--- config.mk ---
export PLATFORM = sky130hd
export DESIGN_NAME = ram32x3_bist
export DESIGN_NICKNAME = d
export VERILOG_FILES = /design/src/rtl/ram32x3_bist_pkg.sv /design/src/rtl/ram32x3_bist_expect_pipe.sv /design/src/rtl/ram32x3_bist.sv
export SDC_FILE = /design/constraint.sdc
export NUM_CORES = 1
export LEC_CHECK = 0
export CAP_MARGIN = 0
export CORE_UTILIZATION = 58
export CTS_BUF_LIST = sky130_fd_sc_hd__clkbuf_2
export CTS_CLUSTER_SIZE = 28
export DETAILED_ROUTE_END_ITERATION = 6
export PLACE_DENSITY = 0.92
export SYNTH_ARGS = -nofsm -noshare
export SYNTH_HDL_FRONTEND = slang
export SYNTH_HIERARCHICAL = 1
export SYNTH_SLANG_ARGS = --single-unit
--- constraint.sdc ---
create_clock -name clock -period 5.7 [get_ports clock]
set_input_delay 1.14 -clock clock [delete_from_list [all_inputs] [get_ports clock]]
set_output_delay 1.14 -clock clock [all_outputs]
set_load 0.01 [all_outputs]
--- src/rtl/ram32x3_bist_pkg.sv ---
// Shared types, constants and the test-pattern function for the
// 32x3 RAM built-in self-test initiator.
package ram32x3_bist_pkg;

    // Test sequencer states
    typedef enum logic [2:0] {
        ST_IDLE,
        ST_WRITE,
        ST_READ,
        ST_DRAIN,
        ST_DONE
    } bist_state_t;

    // Width of the saturating mismatch counter (saturates at 63)
    localparam int ERR_CNT_W = 6;

    // Default geometry of the RAM under test
    localparam int RAM_ADDR_W = 5;
    localparam int PAT_W      = 3;

    // Expected word for an address. Only the low PAT_W address bits shape
    // the pattern, so callers hand in that slice. Pass 0 writes the address
    // itself, pass 1 writes its complement so every cell sees both values.
    function automatic logic [PAT_W-1:0] bist_pattern(input logic [PAT_W-1:0] addr,
                                                      input logic             pass_idx);
        return pass_idx ? ~addr : addr;
    endfunction

endpackage

--- src/rtl/ram32x3_bist_expect_pipe.sv ---
// Expected-value delay line for the BIST read path. Each read address and
// its expected word enter here on the edge that drives the address, and
// leave DEPTH edges later, exactly when the RAM word for that address is
// sampled.
module bist_expect_pipe #(
    parameter int ADDR_W = 5,
    parameter int DATA_W = 3,
    parameter int DEPTH  = 2
) (
    input  logic              clock,
    input  logic              reset_n,
    input  logic              in_valid,
    input  logic [ADDR_W-1:0] in_addr,
    input  logic [DATA_W-1:0] in_exp,
    output logic              out_valid,
    output logic [ADDR_W-1:0] out_addr,
    output logic [DATA_W-1:0] out_exp
);

    genvar gi;
    generate
        for (gi = 0; gi < DEPTH; gi++) begin : g_stage
            logic              v_in;
            logic [ADDR_W-1:0] a_in;
            logic [DATA_W-1:0] e_in;
            logic              v_reg;
            logic [ADDR_W-1:0] a_reg;
            logic [DATA_W-1:0] e_reg;

            if (gi == 0) begin : g_head
                assign v_in = in_valid;
                assign a_in = in_addr;
                assign e_in = in_exp;
            end else begin : g_link
                assign v_in = g_stage[gi-1].v_reg;
                assign a_in = g_stage[gi-1].a_reg;
                assign e_in = g_stage[gi-1].e_reg;
            end

            // One stage of the {valid, addr, expected} shift register
            always_ff @(posedge clock or negedge reset_n) begin
                if (!reset_n) begin
                    v_reg <= 1'b0;
                    a_reg <= '0;
                    e_reg <= '0;
                end else begin
                    v_reg <= v_in;
                    a_reg <= a_in;
                    e_reg <= e_in;
                end
            end
        end
    endgenerate

    assign out_valid = g_stage[DEPTH-1].v_reg;
    assign out_addr  = g_stage[DEPTH-1].a_reg;
    assign out_exp   = g_stage[DEPTH-1].e_reg;

endmodule

--- src/rtl/ram32x3_bist.sv ---
// Built-in self-test initiator for the 32x3 synchronous RAM: writes a
// pattern to every word, reads it back through a RD_LAT-aligned expect
// pipeline and reports pass/fail, a saturating error count and the first
// failing address.
// Optional feature: define RAM32X3_BIST_INV_PASS_EN to add a second pass
// with the complemented pattern.
module ram32x3_bist
    import ram32x3_bist_pkg::*;
#(
    parameter int ADDR_W = RAM_ADDR_W,
    parameter int DATA_W = PAT_W,
    parameter int RD_LAT = 2
) (
    input  logic                 clock,
    input  logic                 reset_n,
    input  logic                 start,
    output logic                 busy,
    output logic                 done,
    output logic                 pass,
    output logic [ERR_CNT_W-1:0] err_count,
    output logic [ADDR_W-1:0]    first_fail_addr,
    output logic [ADDR_W-1:0]    address,
    output logic [DATA_W-1:0]    data,
    output logic                 wren,
    input  logic [DATA_W-1:0]    q
);

    localparam int DCNT_W = (RD_LAT > 1) ? $clog2(RD_LAT) : 1;

    bist_state_t       state_reg;
    logic [DCNT_W-1:0] drain_cnt_reg;
    logic [ADDR_W-1:0] addr_inc;
    logic              addr_last;
    logic              pass_cur;
    logic              more_passes;

    logic              push_valid;
    logic [ADDR_W-1:0] push_addr;
    logic [DATA_W-1:0] push_exp;
    logic [DATA_W-1:0] wr_next_data;
    logic              exp_valid;
    logic [ADDR_W-1:0] exp_addr;
    logic [DATA_W-1:0] exp_data;

`ifdef RAM32X3_BIST_INV_PASS_EN
    logic pass_idx_reg;
    assign pass_cur    = pass_idx_reg;
    assign more_passes = ~pass_idx_reg;
`else
    assign pass_cur    = 1'b0;
    assign more_passes = 1'b0;
`endif

    assign addr_inc  = address + ADDR_W'(1);
    assign addr_last = (address == '1);

    // Next read address enters the expect pipe on the edge that loads it
    // into the address register: address 0 on the WRITE->READ edge, then
    // each increment inside READ.
    always_comb begin
        push_valid = 1'b0;
        push_addr  = addr_inc;
        if (state_reg == ST_WRITE && addr_last) begin
            push_valid = 1'b1;
            push_addr  = '0;
        end else if (state_reg == ST_READ && !addr_last) begin
            push_valid = 1'b1;
        end
        push_exp     = bist_pattern(push_addr[DATA_W-1:0], pass_cur);
        wr_next_data = bist_pattern(addr_inc[DATA_W-1:0], pass_cur);
    end

    bist_expect_pipe #(
        .ADDR_W (ADDR_W),
        .DATA_W (DATA_W),
        .DEPTH  (RD_LAT)
    ) u_expect_pipe (
        .clock     (clock),
        .reset_n   (reset_n),
        .in_valid  (push_valid),
        .in_addr   (push_addr),
        .in_exp    (push_exp),
        .out_valid (exp_valid),
        .out_addr  (exp_addr),
        .out_exp   (exp_data)
    );

    // Sequencer, compare/score logic and all registered outputs
    always_ff @(posedge clock or negedge reset_n) begin
        if (!reset_n) begin
            state_reg       <= ST_IDLE;
            drain_cnt_reg   <= '0;
            busy            <= 1'b0;
            done            <= 1'b0;
            pass            <= 1'b0;
            err_count       <= '0;
            first_fail_addr <= '0;
            address         <= '0;
            data            <= '0;
            wren            <= 1'b0;
`ifdef RAM32X3_BIST_INV_PASS_EN
            pass_idx_reg    <= 1'b0;
`endif
        end else begin
            done <= 1'b0;

            // Score the word returning for the oldest outstanding read
            if (exp_valid && (q != exp_data)) begin
                if (err_count != '1) begin
                    err_count <= err_count + ERR_CNT_W'(1);
                end
                if (err_count == '0) begin
                    first_fail_addr <= exp_addr;
                end
            end

            case (state_reg)
                ST_IDLE: begin
                    wren <= 1'b0;
                    if (start) begin
                        err_count       <= '0;
                        pass            <= 1'b0;
                        first_fail_addr <= '0;
`ifdef RAM32X3_BIST_INV_PASS_EN
                        pass_idx_reg    <= 1'b0;
`endif
                        address         <= '0;
                        data            <= bist_pattern('0, 1'b0);
                        wren            <= 1'b1;
                        busy            <= 1'b1;
                        state_reg       <= ST_WRITE;
                    end
                end

                ST_WRITE: begin
                    if (addr_last) begin
                        address   <= '0;
                        wren      <= 1'b0;
                        state_reg <= ST_READ;
                    end else begin
                        address <= addr_inc;
                        data    <= wr_next_data;
                    end
                end

                ST_READ: begin
                    if (addr_last) begin
                        drain_cnt_reg <= '0;
                        state_reg     <= ST_DRAIN;
                    end else begin
                        address <= addr_inc;
                    end
                end

                ST_DRAIN: begin
                    if (drain_cnt_reg == DCNT_W'(RD_LAT - 1)) begin
                        if (more_passes) begin
`ifdef RAM32X3_BIST_INV_PASS_EN
                            pass_idx_reg <= 1'b1;
`endif
                            address   <= '0;
                            data      <= bist_pattern('0, 1'b1);
                            wren      <= 1'b1;
                            state_reg <= ST_WRITE;
                        end else begin
                            busy      <= 1'b0;
                            done      <= 1'b1;
                            pass      <= (err_count == '0);
                            state_reg <= ST_DONE;
                        end
                    end else begin
                        drain_cnt_reg <= drain_cnt_reg + DCNT_W'(1);
                    end
                end

                ST_DONE: begin
                    state_reg <= ST_IDLE;
                end

                default: begin
                    state_reg <= ST_IDLE;
                end
            endcase
        end
    end

endmodule

After elaboration in Yosys (flattened, before gate mapping) --
Index checks and enable logic that the tools add are counted. Widths: inputs -> output; s select.
Storage, ports and cells: output and inout port bits 23, word-level logic and storage cells 83, register bits after elaboration 45
Cells by class: $add $sub $neg 3, multiplexer cells 36, equal/unequal tests 12, reduce and logical (&&, ||, !) cells 16
Operator list (count):
- $mux 5 | 8
- $mux 6 | 4
- $mux 3 | 6
- $pmux 5 s3 | 1
- $ne 2x2->1 const B | 6
- $pmux 3 s4 | 1
- $mux 1 | 11
- $reduce_and 3->1 | 3
- $pmux 1 s2 | 4
- $add 6x1->6 const B | 1
- $eq 3x2->1 const B | 2
- $logic_not 6->1 | 1
- $ne 6x6->1 const B | 1
- $pmux 3 s2 | 1
- $reduce_bool 2->1 | 3
- $add 5x1->5 const B | 1
- $eq 5x5->1 const B | 1
- $reduce_and 2->1 | 2
- $reduce_and 4->1 | 1
- $eq 3x1->1 const B | 1
- $logic_and 1x1->1 | 3
- $logic_not 3->1 | 1
- $ne 3x3->1 | 1
- $reduce_bool 3->1 | 1
- 2 further kinds | 2

Depth between registers and ports, before layout --
Gate-level depths: netlist of the first run.
depth after elaboration 5, gate-level depth with buffers 8, gate-level depth less buffers 7

Hierarchy --
The synthesis of the first run kept the hierarchy.
Modules (own cells, without submodules):
- ram32x3_bist | area each 1450.1 um^2, cells an instance 147, instances 1
- bist_expect_pipe | area each 450.4 um^2, cells an instance 18, instances 1

Worst setup path before layout of the first run --
Ideal clock, no wire load.
kind input port to flip-flop, from input port q[0], to register err_count[4], cell stages on the path 5, data arrival time 2.074 ns, setup time 0.127 ns, setup slack 3.499 ns, required time 5.573 ns, path buffers 1, cells stage by stage xor2_1 o31a_2 buf_6 a41oi_1 nor3_1
Between the ends: longest elaborated chain between the ends 5
RTL lines:
- start: declaration | line ram32x3_bist.sv:25 | input logic [DATA_W-1:0] q
- $ne 3x3->1 (*) | line ram32x3_bist.sv:108 | if (exp_valid && (q != exp_data)) begin
- $logic_and 1x1->1 (*) | line ram32x3_bist.sv:108
- $mux 6 (*) | line ram32x3_bist.sv:108
- $mux 6 | line ram32x3_bist.sv:120 | if (start) begin
- $mux 6 (*) | line ram32x3_bist.sv:117 | case (state_reg)
- end signal: assignment | line ram32x3_bist.sv:110 | err_count <= err_count + ERR_CNT_W'(1);
- end: declaration | line ram32x3_bist.sv:20 | output logic [ERR_CNT_W-1:0] err_count,
Mark *: on every way between the ends. The rest lies on a longest branch, timed or not. A chain may end at the register's enable or synchronous reset.

Worst setup path in the final report of the first run --
from register err_count[2], to output port err_count[2]
No word-level cell between the ends.

==> results of run 1 <==
==> cell type report <==
class	instances	area, µm²
clock buffers	5	25.0
clock inverters	1	5.00
fillers	231	847
inverters	6	22.5
multi-input cells	108	722
flip-flops and latches	45	1130
well taps	44	55.1
repair buffers	28	275
==> cells in the final DEF (no fill, tap or decap), types with 5 or more instances in the layout <==
master,count
clkbuf_2,5
clkdlybuf4s50_1,27
nand3_1,10
dfrtp_1,45
nand2_1,12
nor2_1,9
a21oi_1,12
o21ai_0,12
inv_1,6
==> per-layer routing <==
layer	global-route usage	up-vias
met5	0	-
met4	0.0850	0
met3	0.0633	2
met2	0.368	61
met1	0.286	644
li1	-	651
==> metrics by stage <==
step                area [µm²]  total power [mW]  setup slack, ps
global route              2230             0.992             2950
detailed placement        2200             0.824             2660
global placement          2200             0.803             2730
CTS                       2230             0.939             3020
finish                    2230             0.929             3040
floorplan                 1900             0.683             3500
==> final timing paths <==
| path | start | end | slack (ps) | depth (start not counted) |
|---|---|---|---|---|
| min reg2reg | u_expect_pipe/g_stage[0].a_reg[1] | u_expect_pipe/out_addr[1] | 380 | 0 |
| max | err_count[2] | err_count[2] | 3040 | 1 |
| min in group asynchronous | reset_n | err_count[1] | 860 | 1 |
| max reg2reg | address[0] | address[2] | 3450 | 7 |
| max in group asynchronous | reset_n | u_expect_pipe/out_exp[0] | 4260 | 1 |
| min | u_expect_pipe/g_stage[0].a_reg[1] | u_expect_pipe/out_addr[1] | 380 | 0 |
==> cell families (layout without fill, tap and decap cells) <==
group,after synthesis,after routing
AO/OA/AOI/OAI,38,38
XOR/XNOR,6,6
adder cells (fa/ha/maj),4,4
buffers and inverters,12,40
flip-flops,45,45
multiplexers,4,4
AND/OR/NAND/NOR,56,56
==> where the power goes <==
part	internal [mW]	total, mW	switching (mW)
logic	0.168	0.327	0.158
clock network	0.0251	0.117	0.0915
registers	0.421	0.486	0.0643
total	0.615	0.929	0.314
==> cells in the mapped netlist (2+ instances only) <==
library cell	number
nand3_1	10
ha_1	4
inv_1	6
dfrtp_1	45
xnor2_1	3
xor2_1	3
mux2i_1	3
nor2b_1	4
buf_2	2
and3_1	3
nor4_1	3
nor4b_1	2
a22o_1	4
nor3_1	3
a21oi_1	12
a41oi_1	2
nand2_1	12
o21ai_0	12
nor2_1	9
==> metrics, run 1 <==
post-synthesis xor/xnor area fraction=0.0276; Post-Route M1 WL=1.43 mm; Hold Vio Cnt, Final=0; Detailed Routing Iterations Pass 1=5; Synth Net Count=175; CTS Sinks=45; nature of the critical path endpoint=output port; register bit count reported by yosys=45; RSZ-0062 raised after global routing=no; first-pass GRT wire length=5.73 mm; routed wl met3=245 µm; largest net degree at the start of global routing=46; initial antenna violation count=0; clock root cell=clkbuf_2; CTS Buffer Depth=2; Setup Fix Bufs, Post-CTS=0; Initial Util=0.617; VDD IR max=0.000363 V; status=finished clean; # Max-Cap Violations=0; DIE WIDTH=59.2 µm; GR Util All Layers=0.225; io pins=29; Buf/Inv on CP=1; routed vias/inst=5.73; actual slew at the worst max-slew pin=1100 ps; Worst-path clk slew=190 ps; Worst Setup Start Kind=flop; via count=1,358; Post-CTS Hold Fix Bufs=0; mapped cell area=1900 µm²; # port buffers=28; Critical Path RT=4560 ps; cell family with most CP delay=buffers and inverters; count of warnings emitted by yosys=6; Die ar.=3510 µm²; max reg flops=6; Die Y-Extent=59.2 µm; crit path max-delay cell type=clkdlybuf4s50_1; largest area contributor in the netlist=dfrtp_1; Post-Layout Cell Count=237; Routability Congestion=0.776; ant diodes=0; worst clock skew=7.98 ps; largest family of logic cells by synthesized area=simple AND/OR/NAND/NOR gates; GR Overflow Total=0; ys async rst share=1.00; Critical Path AT=1520 ps; Max Clk Rate=376 MHz; ANT nets after route=0; Crit Path Class=flop to output port; insertion delay to the later sink of the worst-skew pair=390 ps; PD cells=416 nW/µm²; post-synthesis cell count=165; final core occ=0.725; vias in the first global route=1,249; number of synthesized flops with an enable pin=0; drt wl/cell=14.3 µm; Detail Placement HPWL=2.36 mm; Seq/Total Area, Yosys=0.592; DRC=0; post-synthesis mux area share=0.0217; Syn Area/Cell=11.5 µm²; Largest stage delay, worst path=590 ps; top post-synthesis cells by area=dfrtp_1, a21oi_1, o21ai_0, ha_1, nand3_1; setup violators final=0; row cnt=20; max layer used=met4; post-synthesis compound-gate area fraction=0.137; layout cells sized above 1=0.0725; H-tree depth=2; Synth top area share=0.592; area grow syn2layout=17.4%; worst hold margin=375 ps; fin crit period=2660 ps; top_reg_cell synth=dfrtp_1; Leak=1.00 nW; Max FO, Critical Path=8; WL met2=1.69 mm; crit-path cells=clkdlybuf4s50_1; core area=3080 µm²; starting DRC count in detailed routing=70; TNS Setup=0 ps; adder-cell share of the synthesized area=0.0263; Final Slew Violations=0; Final period util=0.467; Hold Path Class=flop to flop; Placed Instances=231; CTS buffer count=5; Rel. slew slack=0.266; post_cts resized=0; final wirelength=3.38 mm; Largest Register=err_count; simple-gate share of the synthesized area=0.164; NumNets Final=204; synth unique cells=42; TritonCTS clock tree=built
(Power assumes the default switching activity.)
==> inputs of run 2 (changes only) <==
CORE_UTILIZATION = 55   (was 58)
PLACE_DENSITY = 0.88   (was 0.92)
clock period = 2.55 ns   (was 5.7 ns; I/O delays follow)
==> run 2 against run 1 <==
Effect of this change: combinational power is 130% higher; worst hold slack worse by 160 ps; flip-flop and latch count stayed put; global-route usage is 0.90 points lower; critical endpoint is now address[0]; non-clock buffer count is 2 higher; via count is 2.7% higher; first-iteration DRC count is 30% higher; sequential share of layout area is 0.56 points lower; count of clock-buffer cells in the layout is 3 higher.
==> metrics, run 2 (synthesis results as in run 1) <==
status=finished clean; fillcell total=240; Detail Placement HPWL=2.42 mm; Critical Path RT=2860 ps; final core occ=0.715; Register-to-Register Path Depth=6; area grow syn2layout=18.7%; P_sw=713 µW; DRC=0; final wirelength=3.46 mm; GR Util All Layers=0.216; CTS buffer count=5; Crit Path Class=flop to flop; insertion delay to the later sink of the worst-skew pair=400 ps; clock power share=0.137; DIE WIDTH=60.8 µm; Setup Fix Bufs, Post-CTS=0; R2R Path End=address[0]; TNS Setup=0 ps; final setup margin=315 ps; cell depth of the worst setup path=6; via count=1,395; Buf/Inv on CP=0; Max Clk Rate=447 MHz; reg2reg start=address[0]; starting DRC count in detailed routing=91; commonest non-fill, non-tap cell in the layout=dfrtp_1; setup violators final=0; vias in the first global route=1,285; max reg flops=6; CTS Sinks=45; CTS Buffer Depth=2; initial antenna violation count=0; first-pass GRT wire length=5.72 mm; largest net degree at the start of global routing=46; # port buffers=28; actual slew at the worst max-slew pin=941 ps; Largest stage delay, worst path=460 ps; Die ar.=3690 µm²; Routability Congestion=0.845; Initial Util=0.603; crit path max-delay cell type=dfrtp_1; layout cells sized above 1=0.0914; Post-CTS Hold Fix Bufs=0; Hold Vio Cnt, Final=0; drt wl/cell=14.3 µm; post_cts resized=0; nature of the critical path endpoint=flop; Pint=1.41 mW; crit-path cells=ha_1 -> and3_1 -> ha_1 -> or3b_1 -> a21o_1 -> mux2_2; Rel. slew slack=0.373; VDD IR max=0.000590 V; TritonCTS clock tree=built; most frequent CP cell=ha_1; row cnt=20; register cell area after layout=1130 µm²; Hold Path Class=primary input to async pin; routed vias/inst=5.79; ant diodes=0; Sw Share=0.335; io pins=29; Logic pwr share=0.353; RSZ-0062 raised after global routing=no; worst clock skew=13.3 ps; Final period util=0.877; Max FO, Critical Path=11; cell family with most CP delay=simple AND/OR/NAND/NOR gates; Worst Setup Start Kind=flop; fin crit period=2240 ps; Worst-path clk slew=210 ps; Die Y-Extent=60.8 µm; commonest non-fill, non-tap cells in the layout=dfrtp_1, clkdlybuf4s50_1, o21ai_0, a21oi_1, nand2_1; # Max-Cap Violations=0; footprint of the multi-input gates=722 µm²; Leak=1.02 nW; R2R Setup Slk=310 ps; PD cells=943 nW/µm²; core area=3150 µm²; sequential fraction of design power=0.510; Final Slew Violations=0; Critical Path AT=2550 ps; clock root cell=clkbuf_2; NumNets Final=206; Largest Register=err_count; Detailed Routing Iterations Pass 1=4; dpl ws=355 ps; H-tree depth=2; ANT nets after route=0; GR Overflow Total=0
## run 2: cell count changes in the layout (fill, tap and decap cells not counted)
cell      delta
clkbuf_2     +3
buf_4        +2
clkinv_2     -1
## run 2: worst max-delay path by stage
stage	startpoint	end	slack, ps
floorplan	address[0]	data[0]	540
global placement	address[0]	address[0]	430
detailed placement	address[0]	address[0]	350
CTS	address[0]	address[4]	310
global route	address[0]	address[3]	180
finish	address[0]	address[0]	310
## run 2: final cells by class
cell class                      count  share of cell area
Tap cell                           44              0.0244
Timing Repair Buffer               30               0.129
Inverter                            6             0.00998
Clock buffer                        8              0.0177
Multi-Input combinational cell    108               0.320
Sequential cell                    45               0.499
## run 2: worst reg2reg max path: stages (launching register included)
cell and delay (ps):
dfrtp_1 460, ha_1 270, and3_1 210, ha_1 300, or3b_1 410, a21o_1 230
mux2_2 280
## run 2: stage by stage
stage	hold WS, ps	area, µm²	total power, mW	instances
after floorplan	214	1900	1.53	165
after global placement	332	2220	1.82	233
after detailed placement	336	2220	1.86	233
after CTS	239	2260	2.15	241
after global routing	255	2260	2.28	241
final	216	2260	2.13	241
## run 2: power groups by stage
stage / Clock (mW) / Sequential [mW] / Combinational (mW)
2_1_floorplan: 0 / 1.10 / 0.426
3_3_place_gp: 0 / 1.09 / 0.732
3_5_place_dp: 0 / 1.10 / 0.755
4_1_cts: 0.298 / 1.09 / 0.763
5_1_grt: 0.331 / 1.11 / 0.835
6_report: 0.290 / 1.08 / 0.751
## run 2: layer usage
metal	track usage	part of all wire	up-vias	wire, µm
li1	-	-	655	-
met1	0.266	0.42	676	1440
met2	0.366	0.50	52	1740
met3	0.0618	0.058	12	201
met4	0.0779	0.019	0	66
met5	0	0	-	0
==> inputs of run 3 (changes only) <==
TNS_END_PERCENT = 20   (was not set)
==> results of run 3 <==
Same layout as run 2: the final DEF is identical, and so are final timing and power.
